### config.mk
export PLATFORM = sky130hd
export DESIGN_NAME = acq_seq_ctrl
export DESIGN_NICKNAME = d
export VERILOG_FILES = /design/src/rtl/acq_seq_ctrl.sv
export SDC_FILE = /design/constraint.sdc
export NUM_CORES = 1
export LEC_CHECK = 0
export ABC_CLOCK_PERIOD_IN_PS = 3350
export BUFFER_PORTS_ARGS = -buffer_cell sky130_fd_sc_hd__buf_2
export CAP_MARGIN = 20
export CORE_ASPECT_RATIO = 0.8
export CORE_MARGIN = 5
export CORE_UTILIZATION = 47
export DETAILED_ROUTE_END_ITERATION = 7
export GPL_ROUTABILITY_DRIVEN = 0
export GPL_TIMING_DRIVEN = 0
export PLACE_DENSITY_LB_ADDON = 0.15
export SYNTH_ARGS = -nofsm -noshare
export SYNTH_HDL_FRONTEND = slang
export SYNTH_SLANG_ARGS = --single-unit
### constraint.sdc
create_clock -name clk -period 3.35 [get_ports clk]
set_input_delay 0.1675 -clock clk [delete_from_list [all_inputs] [get_ports clk]]
set_output_delay 0.1675 -clock clk [all_outputs]
set_load 0.01 [all_outputs]
### src/rtl/acq_seq_ctrl.sv
// ---------------------------------------------------------------------------
// acq_seq_ctrl - multi-channel acquisition sequencer
//
// Arms on command, waits for a selectable trigger, then forwards a programmed
// number of post-trigger samples (all NUM_CH channels in parallel) to a
// ready/valid output register. Samples that arrive while the output register
// is stalled are dropped but still counted, and the sticky overflow flag is
// set.
//
// Ports:
//   clk, rst            clock (rising edge), async active-high reset
//   arm, abort          start / cancel an acquisition (pulses)
//   trig_mode           00 external, 01 level, 10 immediate, 11 never
//   trig_ext            external trigger, sampled on smp_valid cycles
//   trig_ch, trig_level channel and unsigned threshold for level mode
//   post_len            samples to capture (0 is treated as 1)
//   smp_valid, smp_data input samples, channel 0 in the LSBs
//   out_valid/out_data/out_last/out_ready  captured sample stream
//   busy, done          ARMED|CAPTURE, DONE status
//   overflow            sticky dropped-sample flag, cleared by arm
//   trig_tstamp         free-running timestamp at the trigger cycle
//
// Optional feature macro: ACQ_SEQ_TSTAMP_EN builds the 32-bit timestamp
// counter; without it trig_tstamp is tied to zero.
// ---------------------------------------------------------------------------
module acq_seq_ctrl #(
    parameter int  NUM_CH = 4,
    parameter int  DATA_W = 12,
    parameter int  CNT_W  = 16,
    localparam int CH_W   = (NUM_CH > 1) ? $clog2(NUM_CH) : 1
) (
    input  logic                     clk,
    input  logic                     rst,
    input  logic                     arm,
    input  logic                     abort,
    input  logic [1:0]               trig_mode,
    input  logic                     trig_ext,
    input  logic [CH_W-1:0]          trig_ch,
    input  logic [DATA_W-1:0]        trig_level,
    input  logic [CNT_W-1:0]         post_len,
    input  logic                     smp_valid,
    input  logic [NUM_CH*DATA_W-1:0] smp_data,
    output logic                     out_valid,
    output logic [NUM_CH*DATA_W-1:0] out_data,
    output logic                     out_last,
    input  logic                     out_ready,
    output logic                     busy,
    output logic                     done,
    output logic                     overflow,
    output logic [31:0]              trig_tstamp
);

    typedef enum logic [1:0] {
        S_IDLE    = 2'd0,
        S_ARMED   = 2'd1,
        S_CAPTURE = 2'd2,
        S_DONE    = 2'd3
    } state_t;

    state_t                     state_q, state_d;
    logic [1:0]                 mode_q, mode_d;
    logic [CH_W-1:0]            ch_q, ch_d;
    logic [DATA_W-1:0]          level_q, level_d;
    logic [CNT_W-1:0]           len_q, len_d;
    logic [CNT_W-1:0]           cnt_q, cnt_d;
    logic                       oval_q, oval_d;
    logic                       olast_q, olast_d;
    logic [NUM_CH*DATA_W-1:0]   odata_q, odata_d;
    logic                       ovf_q, ovf_d;

    logic [DATA_W-1:0]          sel_smp;
    logic                       trig_hit;
    logic                       trig_fire;
    logic                       cap;
    logic                       is_last;
    logic [CNT_W-1:0]           len_eff;
    logic [CNT_W-1:0]           cnt_inc;

    // Channel mux for level mode; out-of-range trig_ch reads as zero.
    always_comb begin
        sel_smp = '0;
        for (int i = 0; i < NUM_CH; i++) begin
            if (int'(ch_q) == i) sel_smp = smp_data[i*DATA_W +: DATA_W];
        end
    end

    always_comb begin
        case (mode_q)
            2'b00:   trig_hit = trig_ext;
            2'b01:   trig_hit = (sel_smp >= level_q);
            2'b10:   trig_hit = 1'b1;
            default: trig_hit = 1'b0;
        endcase
    end

    assign trig_fire = (state_q == S_ARMED) && smp_valid && trig_hit;
    // The trigger sample itself is capture #1.
    assign cap       = trig_fire || ((state_q == S_CAPTURE) && smp_valid);
    assign len_eff   = (len_q == '0) ? CNT_W'(1) : len_q;
    // cnt_q < len_eff always holds while capturing, so this cannot wrap.
    assign cnt_inc   = cnt_q + CNT_W'(1);
    assign is_last   = (cnt_inc == len_eff);

    always_comb begin
        state_d = state_q;
        mode_d  = mode_q;
        ch_d    = ch_q;
        level_d = level_q;
        len_d   = len_q;
        cnt_d   = cnt_q;
        oval_d  = oval_q;
        olast_d = olast_q;
        odata_d = odata_q;
        ovf_d   = ovf_q;

        // Output register drains in every state.
        if (oval_q && out_ready) begin
            oval_d  = 1'b0;
            olast_d = 1'b0;
        end

        if (cap) begin
            cnt_d   = cnt_inc;
            state_d = is_last ? S_DONE : S_CAPTURE;
            if (!oval_q || out_ready) begin
                oval_d  = 1'b1;
                olast_d = is_last;
                odata_d = smp_data;
            end else begin
                ovf_d   = 1'b1;
            end
        end

        if (arm && (state_q == S_IDLE || state_q == S_DONE)) begin
            state_d = S_ARMED;
            mode_d  = trig_mode;
            ch_d    = trig_ch;
            level_d = trig_level;
            len_d   = post_len;
            cnt_d   = '0;
            ovf_d   = 1'b0;
        end

        // Abort overrides everything above but leaves overflow visible.
        if (abort) begin
            state_d = S_IDLE;
            cnt_d   = '0;
            oval_d  = 1'b0;
            olast_d = 1'b0;
        end
    end

    always_ff @(posedge clk or posedge rst) begin
        if (rst) begin
            state_q <= S_IDLE;
            mode_q  <= '0;
            ch_q    <= '0;
            level_q <= '0;
            len_q   <= '0;
            cnt_q   <= '0;
            oval_q  <= 1'b0;
            olast_q <= 1'b0;
            odata_q <= '0;
            ovf_q   <= 1'b0;
        end else begin
            state_q <= state_d;
            mode_q  <= mode_d;
            ch_q    <= ch_d;
            level_q <= level_d;
            len_q   <= len_d;
            cnt_q   <= cnt_d;
            oval_q  <= oval_d;
            olast_q <= olast_d;
            odata_q <= odata_d;
            ovf_q   <= ovf_d;
        end
    end

`ifdef ACQ_SEQ_TSTAMP_EN
    logic [31:0] ts_cnt_q, ts_cnt_d;
    logic [31:0] tstamp_q, tstamp_d;

    always_comb begin
        ts_cnt_d = ts_cnt_q + 32'd1;
        tstamp_d = trig_fire ? ts_cnt_q : tstamp_q;
    end

    always_ff @(posedge clk or posedge rst) begin
        if (rst) begin
            ts_cnt_q <= '0;
            tstamp_q <= '0;
        end else begin
            ts_cnt_q <= ts_cnt_d;
            tstamp_q <= tstamp_d;
        end
    end

    assign trig_tstamp = tstamp_q;
`else
    assign trig_tstamp = '0;
`endif

    assign out_valid = oval_q;
    assign out_last  = olast_q;
    assign out_data  = odata_q;
    assign busy      = (state_q == S_ARMED) || (state_q == S_CAPTURE);
    assign done      = (state_q == S_DONE);
    assign overflow  = ovf_q;

endmodule

==> results of run 1 <==
-- metal layers --
layer	vias to the layer above	wire [um]	GRT usage
li1	1925	-	-
met5	-	0	0
met4	0	223	0.0573
met1	1933	6220	0.266
met3	16	1130	0.0629
met2	147	6160	0.295
-- final cells by class --
cell class	instances	area [um^2]	share of cell area
Multi-Input combinational cell	308	2700	0.387
Sequential cell	101	2530	0.363
Timing Repair Buffer	144	758	0.109
Buffer	54	424	0.0609
Clock buffer	11	243	0.0349
Tap cell	148	185	0.0266
Inverter	22	85.1	0.0122
Clock inverter	5	42.5	0.00611
-- state kept, by name, summed over array words and instances, names as in the netlist --
name / cells
ch_q: 2
cnt_q: 16
len_q: 16
level_q: 12
mode_q: 2
out_data: 48
out_last: 1
out_valid: 1
overflow: 1
state_q: 2
-- worst max path at each step --
stage / from / endpoint / slack [ns] / cells after the start
after floorplan: ch_q[1] / out_data[0] / 0.11 / 11
after global placement: rst / out_data[31] / -0.67 / 2
after detailed placement: ch_q[0] / out_data[13] / -0.51 / 11
after CTS: ch_q[1] / out_data[20] / -0.005 / 10
after global routing: ch_q[1] / out_data[13] / 0.05 / 11
final: ch_q[1] / out_data[13] / 0.13 / 11
-- cell families after synthesis --
kind of cell,Yosys count
and+or+nand+nor,94
xor gates and xnor gates,35
buffers and inverters,76
adders and majority gates,16
other,1
AOI/OAI and AO/OA,37
DFF,101
muxes,94
-- worst reg2reg max path: stages (launching register included) --
cell and delay, ns:
dfrtp_2 0.40, buf_12 0.16, mux4_2 0.52, ha_1 0.31
a21o_1 0.18, a21o_1 0.19, a2111oi_4 0.42, a31oi_4 0.14
nor2b_4 0.16, buf_8 0.17, buf_12 0.16, mux2_4 0.31
-- placed cells by master (no fill, tap or decap), types with 3 or more instances in the layout --
cell type,Yosys,final
a31oi_1,4,4
xnor2_1,17,17
nand3_1,7,7
buf_4,34,36
nand2_1,14,14
clkbuf_16,0,9
nor4_1,3,3
nor2b_1,4,4
mux2_4,20,20
nand2b_1,3,3
nor3_1,5,5
a21oi_1,7,7
and3_1,7,7
dfrtp_1,101,100
nor2_1,26,26
o21ai_0,6,6
nand4_1,13,13
mux2_2,60,60
mux4_2,12,12
buf_2,9,146
conb_1,1,32
xor2_1,18,18
clkbuf_1,5,5
buf_12,0,3
inv_1,22,21
ha_1,16,16
-- what timing repair did --
| item | CTS | global route |
|---|---|---|
| pin swaps | 1 | 2 |
| endpoints found under the hold margin | 47 | 0 |
| setup buffers | 1 | 1 |
| setup endpoints to repair | 69 | 40 |
| resized for setup | 10 | 6 |
| hold buffers | 2 | 0 |
-- power by group through the flow --
stage / logic (mW) / clock network, mW / registers (mW)
2_1_floorplan: 0.903 / 0 / 1.96
3_3_place_gp: 1.56 / 0 / 1.84
3_5_place_dp: 1.61 / 0 / 1.86
4_1_cts: 1.64 / 1.04 / 1.84
5_1_grt: 1.77 / 1.09 / 1.89
6_report: 1.63 / 1.01 / 1.84
==> flow_summary.rst, run 1 <==
.. list-table::
   :header-rows: 1

   * - Metric
     - Value
   * - Starting density of the core
     - 0.480
   * - Distinct cells, synth
     - 53
   * - Clock Skew
     - 0.00845 ns
   * - Proportion of layout cells with a drive suffix above 1
     - 0.481
   * - Final worst slack
     - 0.126 ns
   * - Worst hold slack
     - 0.0172 ns
   * - Worst hold path startpoint
     - abort
   * - Synth async-reset ratio
     - 1.00
   * - Number of DRC markers after the initial detailed-route iteration
     - 188
   * - Part of the total power dissipated in combinational logic
     - 0.363
   * - Compound-cell area share of the yosys netlist
     - 0.0514
   * - RSZ-0062 raised after global routing
     - false
   * - Result of the run
     - completed
   * - Hold path endpoint
     - state_q[0]
   * - Net load switching power
     - 1.45 mW
   * - Width of the chip
     - 132 um
   * - Clock Sink Count
     - 101
   * - Share of the clock period used by the worst path after layout
     - 0.962
   * - Most frequently used cell type in the post-synthesis netlist
     - dfrtp_1
   * - Adder and majority gate portion of the synthesized area
     - 0.0360
   * - Internal power
     - 3.03 mW
   * - Synth Area in Simple Gates
     - 0.0919
   * - Layout-stage area growth over the synthesis result
     - 25.4%
   * - Die height
     - 107 um
   * - Dpl cell area
     - 6580 um^2
   * - Dpl cells
     - 773
   * - Half-perimeter wire length after placement
     - 10500 um
   * - DP Worst Slack
     - -0.511 ns
   * - Max cap viols
     - 0
   * - Via total after detailed routing
     - 4021
   * - Cells on Worst Hold Path
     - 2
   * - Antenna-violating nets left
     - 0
   * - Worst endpoint data arrival time
     - 3.46 ns
   * - Number of vias per cell after detailed routing
     - 5.07
   * - Timing-limited maximum frequency
     - 0.310 GHz
   * - Startpoint of the lowest-slack register-to-register path
     - ch_q[1]
   * - Worst relative slew slack
     - 0.559
   * - Total gr overflow
     - 0
   * - Critical path data required time
     - 3.59 ns
   * - Max Fanout on Critical Path
     - 10
   * - Post-Synthesis Cell Area
     - 5550 um^2
   * - Clock latency at the later pin of the worst-skew pair
     - 0.35 ns
   * - Count of mapped cells out of synthesis
     - 454
   * - Top cells by area, synth
     - dfrtp_1 46%, mux2_2 12%, mux2_4 5.4%, mux4_2 4.9%, buf_4 4.6%
   * - Largest incremental delay on the critical path
     - 0.52 ns
   * - Critical Path Start Type
     - register
   * - Clock root buffer master
     - clkbuf_16
   * - Largest net degree at the start of global routing
     - 56
   * - Top flip-flop cell by instance count after synthesis
     - dfrtp_1
   * - Kind of capture point of the worst setup path
     - register
   * - Transition time of the tightest slew-check pin
     - 0.662 ns
   * - EDFF count, synth
     - 0
   * - Crit path max-delay cell type
     - mux4_2
   * - Warnings from Yosys
     - 0
   * - Number of nets in the layout
     - 743
   * - Final instance count without filler cells
     - 793
   * - DRC violations left
     - 0
   * - Pleak
     - 3.35 nW
   * - Final wirelength
     - 13700 um
   * - Via count of the first global-routing pass
     - 4148
   * - DRT Pass-1 Iters
     - 4
   * - Part of the Yosys area used for sequential elements
     - 0.455
   * - Average detailed-routed wire length per instance
     - 17.3 um
   * - Number of buffers created by CTS
     - 9
   * - Area of the die
     - 14100 um^2
   * - Yosys top cell area share
     - 0.455
   * - Buffers added on ports
     - 139
   * - Cell type with the highest aggregate area in the netlist
     - dfrtp_1
   * - Setup violations, final
     - 0
   * - Combinational family with the most area after synthesis
     - multiplexers
   * - Final max-slew violation count
     - 0
   * - WS Path Type
     - reg -> reg
   * - Number of failing hold endpoints at the final stage
     - 0
   * - Final min period
     - 3.22 ns
   * - I/O Pins
     - 172
   * - Type of the most critical hold path
     - in -> reg
   * - Family of cells with the greatest summed delay on the critical path
     - compound AO/OA/AOI/OAI gates
   * - Power density cells
     - 643 nW/um^2
   * - Global-route wire length before repair
     - 21700 um
   * - Maximum level of the CTS H-tree
     - 3
   * - Sum Neg Setup Slack
     - 0 ns
   * - CTS tree
     - done
   * - Initial antenna violation count
     - 0
   * - Synthesized area divided by synthesized cell count
     - 12.2 um^2
   * - Sw Share
     - 0.323
   * - Part of the total power dissipated in the clock network
     - 0.227
   * - Multiplexer share of the synthesized area
     - 0.228
   * - Xor-xnor portion of the synthesized cell area
     - 0.0552
   * - Flip-flop and latch count after synthesis
     - 101
   * - Placeable core area
     - 11600 um^2
   * - Final Instance Area
     - 6960 um^2
   * - Cell breakdown of the critical path
     - buf_12 > mux4_2 > ha_1 > a21o_1 > a21o_1 > a2111oi_4 > a31oi_4 > nor2b_4 > buf_8 > buf_12 > mux2_4
   * - Register-to-register path setup slack
     - 0.13 ns
   * - Number of fillers in the final layout
     - 960
   * - Combined buffer and inverter count along the critical path
     - 3
   * - Worst-case reg-to-reg path depth
     - 11
   * - End-of-flow core utilization
     - 0.602
   * - Number of diodes added for antenna fixing
     - 0
   * - Total routing usage reported by global routing
     - 0.194
   * - Number of standard-cell rows in the floorplan
     - 35
   * - Total chip power
     - 4.48 mW
   * - Number of buffers between clock root and the deepest sink
     - 2
   * - Endpoint of the worst-slack reg-to-reg timing path
     - out_data[13]
   * - Reg clk slew, reported paths
     - 0.07 ns
   * - Maximum vdd ir drop
     - 0.490 mV
   * - Top cells by instance count after synthesis
     - 101 x dfrtp_1, 60 x mux2_2, 34 x buf_4
   * - Register share of total power
     - 0.410
(Power assumes the default switching activity.)
==> inputs of run 2 (changes only) <==
==> constraint.sdc (replaced) <==
create_clock -name clk -period 3.35 [get_ports clk]
set_input_delay 0.8375 -clock clk [delete_from_list [all_inputs] [get_ports clk]]
set_output_delay 0.8375 -clock clk [all_outputs]
set_load 0.01 [all_outputs]
==> run 2 against run 1 <==
Combinational power hardly changed. Utilization rose by 0.42 points. Clock-buffer cell count unchanged. Die area unchanged.
==> flow_summary.rst, run 2 (synthesis gave the netlist of run 1 again) <==
.. list-table::
   :header-rows: 1

   * - Metric
     - Value
   * - Global-route wire length before repair
     - 22500 um
   * - I/O Pins
     - 172
   * - Half-perimeter wire length after placement
     - 10600 um
   * - Proportion of layout cells with a drive suffix above 1
     - 0.485
   * - Via count of the first global-routing pass
     - 4271
   * - Timing-limited maximum frequency
     - 0.311 GHz
   * - # hold bufs at CTS
     - 0
   * - Critical Path Start Type
     - input pin
   * - Number of standard-cell rows in the floorplan
     - 35
   * - Net load switching power
     - 1.44 mW
   * - Register share of total power
     - 0.411
   * - Clock root buffer master
     - clkbuf_16
   * - Highest-count cells in the layout ignoring fill and taps
     - 146 x buf_2, 100 x dfrtp_1, 60 x mux2_2, 37 x buf_4, 32 x conb_1
   * - Critical path data required time
     - 3.58 ns
   * - Placeable core area
     - 11600 um^2
   * - Number of failing hold endpoints at the final stage
     - 0
   * - Number of buffers between clock root and the deepest sink
     - 2
   * - Largest net degree at the start of global routing
     - 42
   * - Buffers added on ports
     - 139
   * - Part of the total power dissipated in combinational logic
     - 0.373
   * - Wl on met1
     - 6290 um
   * - Antenna-violating nets left
     - 0
   * - Transition time of the tightest slew-check pin
     - 0.653 ns
   * - Max cap viols
     - 0
   * - Pleak
     - 3.35 nW
   * - Internal power
     - 3.03 mW
   * - WS Path Type
     - in -> reg
   * - Via total after detailed routing
     - 4021
   * - Final wirelength
     - 13700 um
   * - Final max-slew violation count
     - 0
   * - Max Fanout on Critical Path
     - 10
   * - Most common cell after layout, fill and taps aside
     - buf_2
   * - Initial antenna violation count
     - 0
   * - Sum of met2 wire segment lengths after detailed routing
     - 6340 um
   * - Number of DRC markers after the initial detailed-route iteration
     - 238
   * - Setup violations, final
     - 0
   * - Worst-case reg-to-reg path depth
     - 11
   * - Met3 WL
     - 932 um
   * - Type of the most critical hold path
     - reg -> reg
   * - DRT Pass-1 Iters
     - 4
   * - Number of flip-flops in the largest register
     - 48
   * - Number of buffers created by CTS
     - 9
   * - Kind of capture point of the worst setup path
     - register
   * - Result of the run
     - completed
   * - Width of the chip
     - 132 um
   * - Final min period
     - 3.22 ns
   * - Average detailed-routed wire length per instance
     - 17.3 um
   * - Maximum vdd ir drop
     - 0.418 mV
   * - Total routing usage reported by global routing
     - 0.198
   * - Share of the clock period used by the worst path after layout
     - 0.960
   * - Sw Share
     - 0.322
   * - Total gr overflow
     - 0
   * - Highest routing layer actually used
     - met4
   * - DRC violations left
     - 0
   * - Number of diodes added for antenna fixing
     - 0
   * - Reg clk slew, reported paths
     - 0.07 ns
   * - Worst hold slack
     - 0.504 ns
   * - Starting density of the core
     - 0.480
   * - Layout-stage area growth over the synthesis result
     - 26.3%
   * - Total chip power
     - 4.47 mW
   * - Number of vias per cell after detailed routing
     - 5.07
   * - Clock Sink Count
     - 101
   * - Power density cells
     - 637 nW/um^2
   * - Clock latency at the later pin of the worst-skew pair
     - 0.34 ns
   * - Cells on Worst Hold Path
     - 1
   * - CTS tree
     - done
   * - Worst endpoint data arrival time
     - 3.44 ns
   * - Worst relative slew slack
     - 0.565
   * - Clock Skew
     - 0.00749 ns
   * - Die height
     - 107 um
   * - Area of the die
     - 14100 um^2
   * - Number of nets in the layout
     - 744
   * - Part of the total power dissipated in the clock network
     - 0.217
   * - Maximum level of the CTS H-tree
     - 3
[run 2: changes by cell type in the layout (fill, tap and decap cells not counted), sizes merged]
cell,delta
dlygate4sd3,-2
inv,-2
buf,+5
clkinv,-1
clkbuf,-2
clkinvlp,+2
[run 2: worst paths after layout]
kind / slack (ns) / from / to
worst min register to register: 0.50 / out_data[43] / out_data[43]
min in group asynchronous: 0.55 / rst / out_data[39]
worst max register to register: 0.14 / ch_q[1] / out_data[17]
worst max-delay path: 0.13 / smp_data[37] / out_data[17]
worst min-delay path: 0.50 / out_data[43] / out_data[43]
max in group asynchronous: 1.94 / rst / ch_q[1]
[run 2: layout make-up]
cell class	count	area, um^2
Buffer	54	433
Clock buffer	11	233
Clock inverter	4	33.8
Fill cell	976	4550
Inverter	22	86.3
Multi-Input combinational cell	308	2720
Sequential cell	101	2530
Tap cell	148	185
Timing Repair Buffer	145	791
[run 2: power groups by stage]
stage / Combinational [mW] / Clock (mW) / Sequential, mW
3_3_place_gp: 1.56 / 0 / 1.83
4_1_cts: 1.63 / 0.997 / 1.84
5_1_grt: 1.81 / 1.05 / 1.89
6_report: 1.66 / 0.968 / 1.83
2_1_floorplan: 0.903 / 0 / 1.96
3_5_place_dp: 1.60 / 0 / 1.86
[run 2: timing repair]
| item | 4_1_cts | 5_1_grt |
|---|---|---|
| cloned | 0 | 0 |
| pin swaps | 1 | 2 |
| setup buffers | 1 | 3 |
| endpoints found under the setup margin | 67 | 40 |
| gates resized for setup | 10 | 12 |
[run 2: through the flow]
stage | instance area, um^2 | std cells | setup TNS, ns | worst slack [ns] | utilization
final | 7010 | 793 | 0 | 0.133 | 0.607
after global routing | 7010 | 793 | -0.148 | -0.0171 | 0.607
after CTS | 6910 | 790 | 0 | 0.00527 | 0.598
after detailed placement | 6600 | 774 | -23.93 | -0.489 | 0.571
after global placement | 6560 | 772 | -20.04 | -0.433 | 0.567
after floorplan | 5680 | 485 | 0 | 0.0632 | -
[run 2: critical path, stage by stage]
cell	delay, ns
buf_2	0.11
mux4_2	0.51
ha_4	0.29
nor2b_1	0.13
o211ai_1	0.10
a311o_1	0.38
a31oi_4	0.23
nor2b_4	0.23
buf_12	0.15
buf_12	0.16
mux2_4	0.31
[run 2: layer usage]
metal	global-route usage	vias up
met5	0	-
met4	0.0521	0
met3	0.0539	11
met2	0.313	152
met1	0.271	1948
li1	-	1910
==> inputs of run 3 (changes only) <==
--- a/config.mk
+++ b/config.mk
@@ -10,7 +10,8 @@
 export CAP_MARGIN = 20
 export CORE_ASPECT_RATIO = 0.8
 export CORE_MARGIN = 5
-export CORE_UTILIZATION = 47
+export CORE_UTILIZATION = 48
+export CTS_BUF_LIST = sky130_fd_sc_hd__clkbuf_4 sky130_fd_sc_hd__clkbuf_8
 export DETAILED_ROUTE_END_ITERATION = 7
 export GPL_ROUTABILITY_DRIVEN = 0
 export GPL_TIMING_DRIVEN = 0
==> run 3 against run 2 <==
Non-clock buffer count decreased by 2. Maximum frequency increased by 0.19%. Flip-flop and latch count unchanged. Clock-buffer cell count increased by 1. First-iteration DRC count decreased by 13%. Via count increased by 0.12%. Die area decreased by 1.9%. Critical path type is now reg -> reg.
==> flow_summary.rst, run 3 (synthesis gave the netlist of run 1 again) <==
.. list-table::
   :header-rows: 1

   * - Metric
     - Value
   * - Max cap viols
     - 0
   * - Worst relative slew slack
     - 0.447
   * - RSZ-0062 raised after global routing
     - false
   * - Critical path data required time
     - 3.61 ns
   * - Half-perimeter wire length after placement
     - 10500 um
   * - Transition time of the tightest slew-check pin
     - 0.827 ns
   * - Clock Skew
     - 0.0120 ns
   * - Clock Sink Count
     - 101
   * - Crit path max-delay cell type
     - mux4_2
   * - Maximum level of the CTS H-tree
     - 3
   * - Final wirelength
     - 13500 um
   * - Number of fillers in the final layout
     - 970
   * - Initial antenna violation count
     - 1
   * - Worst endpoint data arrival time
     - 3.47 ns
   * - Number of vias per cell after detailed routing
     - 5.08
   * - Setup violations, final
     - 0
   * - Dpl cell area
     - 6600 um^2
   * - Most common cell after layout, fill and taps aside
     - buf_2
   * - DRC violations left
     - 0
   * - Clock root buffer master
     - clkbuf_8
   * - Via count of the first global-routing pass
     - 4068
   * - Largest net degree at the start of global routing
     - 42
   * - Final max-slew violation count
     - 0
   * - Global-route wire length before repair
     - 21200 um
   * - Cell breakdown of the critical path
     - buf_12 > mux4_2 > ha_1 > nor2b_1 > o211ai_1 > a311o_1 > a31oi_4 > nor2b_4 > buf_12 > buf_12 > mux2_4
   * - Reg clk slew, reported paths
     - 0.10 ns
   * - Pleak
     - 3.30 nW
   * - Largest incremental delay on the critical path
     - 0.51 ns
   * - Number of standard-cell rows in the floorplan
     - 35
   * - Sum Neg Setup Slack
     - 0 ns
   * - End-of-flow core utilization
     - 0.600
   * - Buffers added on ports
     - 139
   * - CTS tree
     - done
   * - Total gr overflow
     - 0
   * - Average detailed-routed wire length per instance
     - 17.0 um
   * - Type of the most critical hold path
     - reg -> reg
   * - Highest-count cells in the layout ignoring fill and taps
     - 146 x buf_2, 100 x dfrtp_1, 60 x mux2_2, 39 x buf_4, 32 x conb_1
   * - Timing-limited maximum frequency
     - 0.311 GHz
   * - Number of nets in the layout
     - 742
   * - Starting density of the core
     - 0.486
   * - Cell with the most instances on the worst path
     - buf_12
   * - Number of buffers between clock root and the deepest sink
     - 2
   * - Width of the chip
     - 130 um
   * - Dpl cells
     - 774
   * - Area of the die
     - 13800 um^2
   * - Final instance count without filler cells
     - 792
   * - Number of flip-flops in the largest register
     - 48
   * - Max Fanout on Critical Path
     - 10
   * - Share of the clock period used by the worst path after layout
     - 0.958
   * - # hold bufs at CTS
     - 0
   * - Antenna-violating nets left
     - 0
   * - Maximum vdd ir drop
     - 0.404 mV
   * - Via total after detailed routing
     - 4026
   * - Placeable core area
     - 11400 um^2
   * - Power density cells
     - 613 nW/um^2
   * - Total routing usage reported by global routing
     - 0.197
   * - Critical Path Start Type
     - register
   * - Number of diodes added for antenna fixing
     - 0
   * - Result of the run
     - completed
   * - Combined buffer and inverter count along the critical path
     - 3
   * - WS Path Type
     - reg -> reg
   * - DRT Pass-1 Iters
     - 4
   * - Final Instance Area
     - 6860 um^2
   * - Number of buffers created by CTS
     - 9
   * - Number of DRC markers after the initial detailed-route iteration
     - 208
   * - Worst hold slack
     - 0.511 ns
   * - Die height
     - 106 um
   * - Number of failing hold endpoints at the final stage
     - 0
   * - I/O Pins
     - 172
   * - Proportion of layout cells with a drive suffix above 1
     - 0.484
   * - Family of cells with the greatest summed delay on the critical path
     - multiplexers
   * - Clock latency at the later pin of the worst-skew pair
     - 0.37 ns
   * - Kind of capture point of the worst setup path
     - register
   * - Final min period
     - 3.21 ns
   * - Layout-stage area growth over the synthesis result
     - 23.5%
==> run 3: changes by cell type in the layout (fill, tap and decap cells not counted) <==
cell        before  now
clkbuf_1         6    4
ha_1            14   16
buf_12           8    6
clkinvlp_4       2    3
clkbuf_16        9    0
buf_6            2    1
inv_6            2    1
ha_4             2    0
clkbuf_8         1   10
buf_4           37   39
clkbuf_4         0    2
==> run 3: final timing paths <==
path / startpoint / to / slack [ns] / cells past startpoint
setup / recovery: ch_q[1] / out_data[11] / 0.14 / 11
hold / removal: level_q[1] / level_q[1] / 0.51 / 1
min in group asynchronous: rst / len_q[10] / 0.62 / 2
setup reg to reg: ch_q[1] / out_data[11] / 0.14 / 11
hold reg to reg: level_q[1] / level_q[1] / 0.51 / 1
max in group asynchronous: rst / out_data[20] / 2.06 / 3
==> run 3: what timing repair did <==
| item | CTS | global route |
|---|---|---|
| pin swaps | 1 | 3 |
| buffers inserted | 1 | 1 |
| setup endpoints to repair | 69 | 30 |
| endpoints found under the hold margin | 0 | 0 |
| gates resized for setup | 10 | 8 |
==> run 3: per-stage QoR <==
stage / worst slack, ns / power (mW)
after floorplan: 0.0632 / 2.87
after global placement: -0.381 / 3.40
after detailed placement: -0.475 / 3.46
after CTS: 0.0188 / 4.24
after global routing: 0.0182 / 4.48
final: 0.139 / 4.21
==> run 3: area by class of cell <==
cell class | instances | area (um^2) | share of cell area
sequential | 101 | 2530 | 0.369
clock inverter | 4 | 32.5 | 0.00474
clock buffer | 12 | 153 | 0.0223
inverter | 22 | 86.3 | 0.0126
multi-input combinational | 308 | 2700 | 0.393
tap | 148 | 185 | 0.0270
buffer | 54 | 423 | 0.0617
timing repair buffer | 143 | 751 | 0.109
==> run 3: power breakdown <==
| part | leakage, nW | internal, mW | switching, mW |
|---|---|---|---|
| clock network | 0.0900 | 0.312 | 0.434 |
| registers | 1.24 | 1.60 | 0.238 |
| logic | 1.96 | 0.896 | 0.727 |
==> run 3: metal layers <==
metal  vias to the layer above  GRT usage  part of all wire
li1                       1910          -                 -
met3                        11     0.0507             0.083
met4                         2     0.0467             0.011
met5                         -          0           0.00052
met1                      1945      0.290              0.46
met2                       158      0.291              0.44
